===== config.mk =====
export PLATFORM = sky130hd
export DESIGN_NAME = cont_sweep_ctrl
export DESIGN_NICKNAME = d
export VERILOG_FILES = /design/src/rtl/cont_sweep_ctrl.sv
export SDC_FILE = /design/constraint.sdc
export NUM_CORES = 1
export LEC_CHECK = 0
export CAP_MARGIN = 20
export CORE_ASPECT_RATIO = 1.2
export CORE_UTILIZATION = 59
export CTS_BUF_LIST = sky130_fd_sc_hd__clkbuf_8
export CTS_CLUSTER_SIZE = 10
export DETAILED_ROUTE_END_ITERATION = 12
export PLACE_DENSITY_LB_ADDON = 0.08
export SLEW_MARGIN = 10
export SYNTH_ARGS = -nofsm -noshare
export SYNTH_HDL_FRONTEND = slang
export SYNTH_SLANG_ARGS = --single-unit

===== constraint.sdc =====
create_clock -name clk -period 4.57 [get_ports clk]
set_input_delay 0.914 -clock clk [delete_from_list [all_inputs] [get_ports clk]]
set_output_delay 0.914 -clock clk [all_outputs]
set_load 0.01 [all_outputs]

===== src/rtl/cont_sweep_ctrl.sv =====
`default_nettype none
// ============================================================================
//  Module      : cont_sweep_ctrl
//  Description : Sweep sequencer around a W-bit up/down counter. Runs a
//                programmed number of sweeps between stored bounds in
//                up-wrap, down-wrap or bounce mode, then pulses done.
//                Configured over a valid/ready port while idle.
//  Revision    : 1.0 - initial release
// ============================================================================
module cont_sweep_ctrl #(
    parameter int W        = 4,
    parameter int SWEEPS_W = 4
) (
    input  logic                clk,
    input  logic                rst,
    input  logic                cfg_valid,
    output logic                cfg_ready,
    input  logic [W-1:0]        cfg_lo,
    input  logic [W-1:0]        cfg_hi,
    input  logic [SWEEPS_W-1:0] cfg_sweeps,
    input  logic [1:0]          cfg_mode,
    input  logic                start,
    input  logic                pause,
    input  logic                abort,
    output logic [W-1:0]        s,
    output logic                dir,
    output logic                busy,
    output logic                done,
    output logic [SWEEPS_W-1:0] sweep_cnt,
    output logic                err
);

    localparam logic [1:0] c_ST_IDLE   = 2'd0;
    localparam logic [1:0] c_ST_RUN    = 2'd1;
    localparam logic [1:0] c_ST_DONE   = 2'd2;
    localparam logic [1:0] c_MODE_DOWN = 2'b01;
    localparam logic [1:0] c_MODE_BNC  = 2'b10;

    logic [1:0]          r_state;
    logic [W-1:0]        r_lo;
    logic [W-1:0]        r_hi;
    logic [SWEEPS_W-1:0] r_sweeps;
    logic [1:0]          r_mode;
    logic [W-1:0]        r_s;
    logic                r_dir;
    logic                r_busy;
    logic                r_done;
    logic [SWEEPS_W-1:0] r_cnt;
    logic                r_err;

    logic                w_cfg_hs;
    logic                w_at_end;
    logic [SWEEPS_W:0]   w_cnt_inc;
    logic                w_last;
    logic [SWEEPS_W-1:0] w_cnt_sat;

    assign cfg_ready = (r_state == c_ST_IDLE);
    assign w_cfg_hs  = cfg_valid && cfg_ready;

    // The extra MSB of the increment doubles as the saturation flag and keeps
    // the final-sweep compare free of wrap-around aliasing.
    assign w_cnt_inc = {1'b0, r_cnt} + {{SWEEPS_W{1'b0}}, 1'b1};
    assign w_cnt_sat = w_cnt_inc[SWEEPS_W] ? r_cnt : w_cnt_inc[SWEEPS_W-1:0];
    assign w_last    = (r_sweeps != '0) && (w_cnt_inc == {1'b0, r_sweeps});
    assign w_at_end  = r_dir ? (r_s == r_lo) : (r_s == r_hi);

    assign s         = r_s;
    assign dir       = r_dir;
    assign busy      = r_busy;
    assign done      = r_done;
    assign sweep_cnt = r_cnt;
    assign err       = r_err;

    // Sequencer FSM: config capture, run stepping and completion pulse
    always_ff @(posedge clk) begin
        if (rst) begin
            r_state  <= c_ST_IDLE;
            r_lo     <= '0;
            r_hi     <= '1;
            r_sweeps <= '0;
            r_mode   <= c_MODE_BNC;
            r_s      <= '0;
            r_dir    <= 1'b0;
            r_busy   <= 1'b0;
            r_done   <= 1'b0;
            r_cnt    <= '0;
            r_err    <= 1'b0;
        end else begin
            case (r_state)
                c_ST_IDLE: begin
                    r_done <= 1'b0;
                    if (w_cfg_hs) begin
                        // A degenerate or inverted range is refused so a run
                        // can never step outside [lo,hi].
                        if (cfg_lo < cfg_hi) begin
                            r_lo     <= cfg_lo;
                            r_hi     <= cfg_hi;
                            r_sweeps <= cfg_sweeps;
                            r_mode   <= cfg_mode;
                            r_err    <= 1'b0;
                        end else begin
                            r_err    <= 1'b1;
                        end
                    end else if (start) begin
                        r_state <= c_ST_RUN;
                        r_busy  <= 1'b1;
                        r_cnt   <= '0;
                        if (r_mode == c_MODE_DOWN) begin
                            r_s   <= r_hi;
                            r_dir <= 1'b1;
                        end else begin
                            r_s   <= r_lo;
                            r_dir <= 1'b0;
                        end
                    end
                end

                c_ST_RUN: begin
                    if (abort) begin
                        r_state <= c_ST_IDLE;
                        r_busy  <= 1'b0;
                    end else if (!pause) begin
                        if (!w_at_end) begin
                            r_s <= r_dir ? (r_s - W'(1)) : (r_s + W'(1));
                        end else if (w_last) begin
                            r_cnt   <= w_cnt_inc[SWEEPS_W-1:0];
                            r_state <= c_ST_DONE;
                            r_busy  <= 1'b0;
                            r_done  <= 1'b1;
                        end else begin
                            r_cnt <= w_cnt_sat;
                            if (r_mode[1]) begin
                                r_dir <= ~r_dir;
                                r_s   <= r_dir ? (r_lo + W'(1)) : (r_hi - W'(1));
                            end else if (r_mode == c_MODE_DOWN) begin
                                r_s <= r_hi;
                            end else begin
                                r_s <= r_lo;
                            end
                        end
                    end
                end

                c_ST_DONE: begin
                    r_done  <= 1'b0;
                    r_state <= c_ST_IDLE;
                end

                default: begin
                    r_state <= c_ST_IDLE;
                    r_busy  <= 1'b0;
                    r_done  <= 1'b0;
                end
            endcase
        end
    end

endmodule
`default_nettype wire


==> results of run 1 <==
==> worst max-delay path by stage <==
stage,from,endpoint,cells past startpoint
after floorplan,cfg_hi[1],r_lo[0],9
after global placement,cfg_hi[1],r_hi[2],9
after detailed placement,cfg_hi[1],r_hi[2],9
after CTS,cfg_hi[1],r_hi[2],9
after global routing,cfg_hi[1],r_hi[2],9
final,cfg_hi[1],r_hi[2],9
==> through the flow <==
stage | total power, µW | hold WS (ps) | setup WS, ps
after floorplan | 377 | 476 | 2030
after global placement | 425 | 481 | 1630
after detailed placement | 432 | 487 | 1570
after CTS | 625 | 504 | 1870
after global routing | 651 | 541 | 1760
final | 624 | 502 | 1850
==> flip-flops by register name (all words and copies together), names as in the netlist <==
signal and cells:
s 4, r_lo 4, sweep_cnt 4, done 1, r_mode 2, err 1, busy 1, dir 1
r_hi 4, r_sweeps 4, r_state 2
==> power by group through the flow <==
stage	logic, µW	registers (µW)	clock network [µW]
after floorplan	96.4	281	0
after global placement	141	283	0
after detailed placement	147	285	0
after CTS	148	279	197
after global routing	162	282	206
final	149	280	195
==> logic make-up after synthesis <==
| kind of cell | Yosys count | share of synthesized area [%] |
|---|---|---|
| compound gates | 43 | 17.6 |
| fa+ha+maj | 9 | 6.48 |
| simple gates | 68 | 21.2 |
| buf+inv | 21 | 4.99 |
| mux | 22 | 12.1 |
| flops | 28 | 30.2 |
| xor+xnor | 14 | 7.42 |
==> metal layers <==
layer	global-route usage (%)	share of wire, %
met5	0	0
met3	3.86	4.2
met4	13.2	2.3
met2	51.7	54
met1	30.2	39
==> cell usage in the layout (no fill, tap or decap), types with 4 or more instances in the layout <==
cell type	instances
nand2b_1	9
inv_1	10
nand3_1	4
dfxtp_1	28
nor2b_1	6
nand2_1	5
ha_1	8
nor2_1	20
xnor2_1	8
a21oi_1	10
xor2_1	5
clkdlybuf4s50_1	32
a211o_1	5
o21ai_0	4
nor3_1	7
mux2i_1	19
==> area by class of cell <==
class	instances	area [µm²]
clock inverters	1	30.0
well taps	34	42.5
flip-flops and latches	28	561
repair buffers	35	343
inverters	10	37.5
fillers	201	629
multi-input cells	156	1210
clock buffers	3	41.3
==> critical path, cell delays in order <==
cell and delay, ps:
clkdlybuf4s50_1 480, inv_1 50, ha_1 260, a21o_1 150
a21o_1 180, a211oi_2 200, buf_4 300, nor2b_1 80
a211o_1 280
==> flow_summary.toml, run 1 <==
[min_path]
min-delay-start = "busy"
hold_class = "reg -> reg"
min_to = "busy"
whs_path_depth = 2

[sta]
rsz0062_at_grt = "false"
post-route-min-period_ps = 2720
tightest_slew_ps = 608
setup_tns_ps = 0
drv_slew = 0
finalClockSkew_ps = 5.61
min_period_over_period_pct = 59.6
setup-violations-final = 0
clock.fmax_ghz = 0.367
slew_headroom_pct = 59.4
hold_viol = 0

[setup_path]
cp-start-kind = "primary input"
crit_path_end_kind = "flip-flop"
crit_fanout = 20
r2r_start = "dir"
regToRegEndpoint = "dir"
r2r_slack_ps = 2020
cp.required_ps = 4740
reg2regPathDepth = 6
worstSetupPathType = "in -> reg"
crit_arrival_ps = 2890

[yosys]
async_flop_share_pct = 0
synth_area_leaders = "dfxtp_1, mux2i_1, ha_1"
yosys.area.top_type = "dfxtp_1"
syn_area_per_cell_um2 = 9.05
yosysSeqAreaShare_pct = 30.2
synth_nets = 234
synth_flop_cell = "dfxtp_1"
synth_top_area_share_pct = 30.2
synth_edf_count = 0
synth_most_common_cell = "dfxtp_1"
synth_seq_cells = 28
ys_warn_count = 0
synth_cells = 205
ys_types = 52
synth_common_cells = "dfxtp_1, nor2_1, mux2i_1"
synth.cell_area_um2 = 1850

[pwr]
p_sw_uw = 169
powerDensity_nw_per_um2 = 276
p_clk_share_pct = 31.2
leakagePower_uw = 0.000878
ir_drop_mv = 0.211
internal_power_uw = 455
power_frac_comb_pct = 23.9
power_frac_seq_pct = 44.8
p_sw_share_pct = 27.1

[global_route]
grtUsageTotal_pct = 28.2
grt_pass1_wl_um = 7220
grt_pass1_vias = 1713
antenna_found_initial = 0
overflow = 0
grt_max_degree = 37

[cts]
clk_pin_slew_ps = 100
cts_max_level = 1
cts_hold_buf = 0
clock_sinks = 28
clockRootBuffer = "clkbuf_8"
clk_latency_ps = 280
cts_buffers = 3
tritoncts = "yes"
clock_path_buffers = 2
postCtsSetupBuffers = 0
cts_resized = 0

[detailed_routing]
dr.pass1.iters = 4
antenna_left = 0
drtIter0Drc = 63
drc_errors = 0
drt_wl_total_um = 4410
viasPerCell = 6.20
vias = 1656
wl_per_cell_um = 16.5

[cells_and_area]
area_growth_pct = 21.9
final_nets = 263
design_area_um2 = 2260
instances_no_fill = 267
diodes = 0
layout-drive-gt1-share_pct = 7.73
fin_util_pct = 78.2

[placement]
dp_hpwl_um = 3210
globalplace.congestion = 0.823
io_buffers = 32
placedCellCount = 263
dpl-instance-area_um2 = 2190

[die]
initial_utilization_pct = 64.2
rows = 21
core_um2 = 2890
die_w_um = 53.2
fp.dieH_um = 63.4
dieArea_um2 = 3370
io_pins = 33

[flow_run]
cap_violations = 0

[outcome]
status = "completed"
(Power assumes the default switching activity.)
==> inputs of run 2 (changes only) <==
- CORE_UTILIZATION: 59 -> 49
- clock period: 4.57 -> 2.4 ns (I/O delays scaled with it)
==> run 2 against run 1 <==
Sequential cell count did not move; die area rose by 20%; critical endpoint is now r_mode[1]; first-iteration DRC count rose by 33%; critical path type unchanged; clock-buffer cell count rose by 1.
==> flow_summary.toml, run 2 (same netlist as run 1, synthesis figures left out) <==
[die]
core_um2 = 3630
fp.dieH_um = 69.4
initial_utilization_pct = 51.0
dieArea_um2 = 4040
rows = 24
io_pins = 33
die_w_um = 58.2

[sta]
worst_slack_ps = 157
drv_slew = 0
clock.fmax_ghz = 0.446
setup-violations-final = 0
post-route-min-period_ps = 2240
hold_viol = 0
setup_tns_ps = 0
min_period_over_period_pct = 93.5
finalClockSkew_ps = 4.20
rsz0062_at_grt = "false"
slew_headroom_pct = 67.3
tightest_slew_ps = 486

[cells_and_area]
final_cell_mix = "clkdlybuf4s50_1, dfxtp_1, nor2_1"
area_growth_pct = 25.6
layout-drive-gt1-share_pct = 11.6
final_nets = 271
design_area_um2 = 2330
instances_no_fill = 293
diodes = 0
final_common_cell = "clkdlybuf4s50_1"

[cts]
cts_max_level = 1
tritoncts = "yes"
clk_latency_ps = 280
cts_buffers = 3
clock_sinks = 28
clk_pin_slew_ps = 100
clock_path_buffers = 2
clockRootBuffer = "clkbuf_8"
cts_resized = 0
postCtsSetupBuffers = 0
cts_hold_buf = 0

[placement]
globalplace.congestion = 0.826
placedCellCount = 289
dp_hpwl_um = 3490
dpl-instance-area_um2 = 2270
pre_cts_ws_ps = -144
io_buffers = 32

[detailed_routing]
viasPerCell = 5.58
wl_per_cell_um = 15.6
drtIter0Drc = 84
drc_errors = 0
drt_wl_total_um = 4570
antenna_left = 0
vias = 1635
dr.pass1.iters = 4

[global_route]
antenna_found_initial = 0
grt_pass1_vias = 1701
overflow = 0
grt_max_degree = 36
grt_pass1_wl_um = 7890
grtUsageTotal_pct = 25.0

[flow_run]
cap_violations = 0

[setup_path]
crit_arrival_ps = 2420
cp-start-kind = "primary input"
worstSetupPathType = "in -> reg"
crit_path_end_kind = "flip-flop"
cp.required_ps = 2570
crit_fanout = 14

[pwr]
ir_drop_mv = 0.256
leakagePower_uw = 0.000911
power_uw = 1130
powerDensity_nw_per_um2 = 483

[outcome]
status = "completed"

[min_path]
hold_class = "reg -> reg"
## run 2: cell count changes in the layout (fill, tap and decap cells not counted), sizes merged
cell,before,now
clkbuf,3,4
buf,3,11
bufinv,1,0
## run 2: cell type report
class                      instances  area (µm²)
fill                             340        1300
multi-input combinational        156        1210
sequential                        28         563
timing repair buffer              43         403
tap                               52        65.1
clock buffer                       4        55.1
inverter                          10        37.5
## run 2: final timing paths
check | endpoint | slack, ps | startpoint | depth (start not counted)
hold reg to reg | busy | 500 | busy | 2
hold / removal | busy | 500 | busy | 2
setup reg to reg | r_state[1] | 200 | sweep_cnt[0] | 6
setup / recovery | r_mode[1] | 160 | cfg_hi[1] | 9
## run 2: per-layer routing
layer  track usage (%)  wire length, µm  up-vias  part of all wire (%)
met5                 0                0        -                     0
met4              10.8               91        0                   2.0
li1                  -                -      810                     -
met3              2.43              122        9                   2.7
met2              42.1             2450       29                    54
met1              31.9             1900      787                    42
## run 2: critical path, stage by stage
cell and delay, ps:
clkdlybuf4s50_1 480, inv_1 50, ha_1 260, a21o_1 150, a21o_1 170, a211oi_2 240
buf_4 250, nor2b_1 70, a211o_1 270
## run 2: per-stage QoR
| step | hold WS [ps] | utilization [%] |
|---|---|---|
| final | 498 | 64.1 |
| after global routing | 517 | 64.1 |
| after CTS | 501 | 64.0 |
| after detailed placement | 483 | 62.5 |
| after global placement | 479 | 62.5 |
| after floorplan | 476 | - |
## run 2: power breakdown
| group | internal, µW | total, µW | switching, µW |
|---|---|---|---|
| registers | 494 | 533 | 39.1 |
| logic | 158 | 295 | 137 |
| clock network | 147 | 298 | 150 |
==> inputs of run 3 (changes only) <==
- CORE_UTILIZATION: 49 -> 47
- CTS_BUF_LIST: sky130_fd_sc_hd__clkbuf_8 -> sky130_fd_sc_hd__clkbuf_4 sky130_fd_sc_hd__clkbuf_8 sky130_fd_sc_hd__clkbuf_16
==> run 3 against run 2 <==
Non-clock buffer count decreased by 1; die area increased by 4.1%; global-route usage shrank 4.3 points; register-to-register slack improved by 60 ps; hold slack got worse by 3.6 ps; via count decreased by 0.31%; highest routed layer unchanged; sequential share of layout area down 0.093 points; total power decreased by 0.48%; first-iteration DRC count down 45%; critical path depth unchanged; largest cell class unchanged; critical endpoint is now r_hi[3]; core utilization fell by 0.94 points; worst setup slack worse by 11 ps.
==> flow_summary.toml, run 3 (same netlist as run 1, synthesis figures left out) <==
[outcome]
status = "completed"

[global_route]
antenna_found_initial = 0
grt_pass1_vias = 1549
grt_pass1_wl_um = 6870
overflow = 0
grtUsageTotal_pct = 20.7
grt_max_degree = 23

[sta]
slew_headroom_pct = 69.0
min_period_over_period_pct = 93.9
rsz0062_at_grt = "false"
clock.fmax_ghz = 0.444
drv_slew = 0
tightest_slew_ps = 461
setup-violations-final = 0
finalClockSkew_ps = 1.61
setup_tns_ps = 0
hold_viol = 0
post-route-min-period_ps = 2250

[cells_and_area]
fin_util_pct = 63.2
diodes = 0
design_area_um2 = 2330
final_common_cell = "clkdlybuf4s50_1"
area_growth_pct = 25.8
layout-drive-gt1-share_pct = 10.8
final_nets = 270
fillers = 349
final_cell_mix = "clkdlybuf4s50_1, dfxtp_1, nor2_1"

[cts]
cts_buffers = 3
clockRootBuffer = "clkbuf_8"
clk_pin_slew_ps = 100
clock_sinks = 28
cts_hold_buf = 0
tritoncts = "yes"
clk_latency_ps = 280
cts_max_level = 1
clock_path_buffers = 2

[detailed_routing]
vias = 1630
dr.pass1.iters = 4
drc_errors = 0
drt_wl_total_um = 4050
antenna_left = 0
wl_per_cell_um = 13.9
drtIter0Drc = 46
viasPerCell = 5.58

[die]
dieArea_um2 = 4200
fp.dieH_um = 70.8
core_um2 = 3690
io_pins = 33
initial_utilization_pct = 50.2
die_w_um = 59.3
rows = 24

[setup_path]
cp.required_ps = 2570
crit_path_end_kind = "flip-flop"
cp-start-kind = "primary input"
crit_arrival_ps = 2430
worstSetupPathType = "in -> reg"
crit_fanout = 20

[pwr]
power_uw = 1120
leakagePower_uw = 0.000908
powerDensity_nw_per_um2 = 480
ir_drop_mv = 0.299

[flow_run]
cap_violations = 0

[placement]
io_buffers = 32
globalplace.congestion = 0.870
dp_hpwl_um = 3130
dpl-instance-area_um2 = 2280

[min_path]
hold_class = "reg -> reg"
-- run 3: repair_timing --
action	in CTS	in global routing
resized for setup	0	1
setup endpoints to repair	0	1
buffers inserted	0	0
endpoints found under the hold margin	0	0
-- run 3: routing by layer --
layer,routed length [µm],GRT usage (%)
met5,0,0
met4,40,6.61
met3,150,3.29
met2,1970,34.0
met1,1890,27.5
-- run 3: worst paths after layout --
path	from	to	slack (ps)	cells after the start
min	busy	busy	490	2
max reg2reg	sweep_cnt[0]	r_state[1]	260	6
min reg2reg	busy	busy	490	2
max	cfg_hi[1]	r_hi[3]	150	9
-- run 3: worst max-delay path: stages --
cell,delay [ps]
clkdlybuf4s50_1,480
inv_1,50
ha_1,260
a21o_1,150
a21o_1,180
a211oi_2,290
buf_12,200
nor2b_1,60
a211o_1,270
-- run 3: layout make-up --
| cell class | instances | area [µm²] | share of cell area, % |
|---|---|---|---|
| multi-input combinational | 156 | 1210 | 51.7 |
| sequential | 28 | 562 | 24.1 |
| tap | 52 | 65.1 | 2.79 |
| inverter | 10 | 37.5 | 1.61 |
| timing repair buffer | 42 | 408 | 17.5 |
| clock buffer | 4 | 55.1 | 2.36 |
-- run 3: through the flow --
stage	instances	setup WS, ps	hold WS, ps
6_report	292	146	494
5_1_grt	292	53.0	518
4_1_cts	292	143	496
3_5_place_dp	288	-153	479
3_3_place_gp	288	-105	479
2_1_floorplan	205	295	476
-- run 3: power by group --
group          internal (µW)  total [µW]  leakage [µW]  switching (µW)
Combinational            160         295      0.000650             135
Clock                    147         298     0.0000288             151
Sequential               494         527      0.000229            33.2
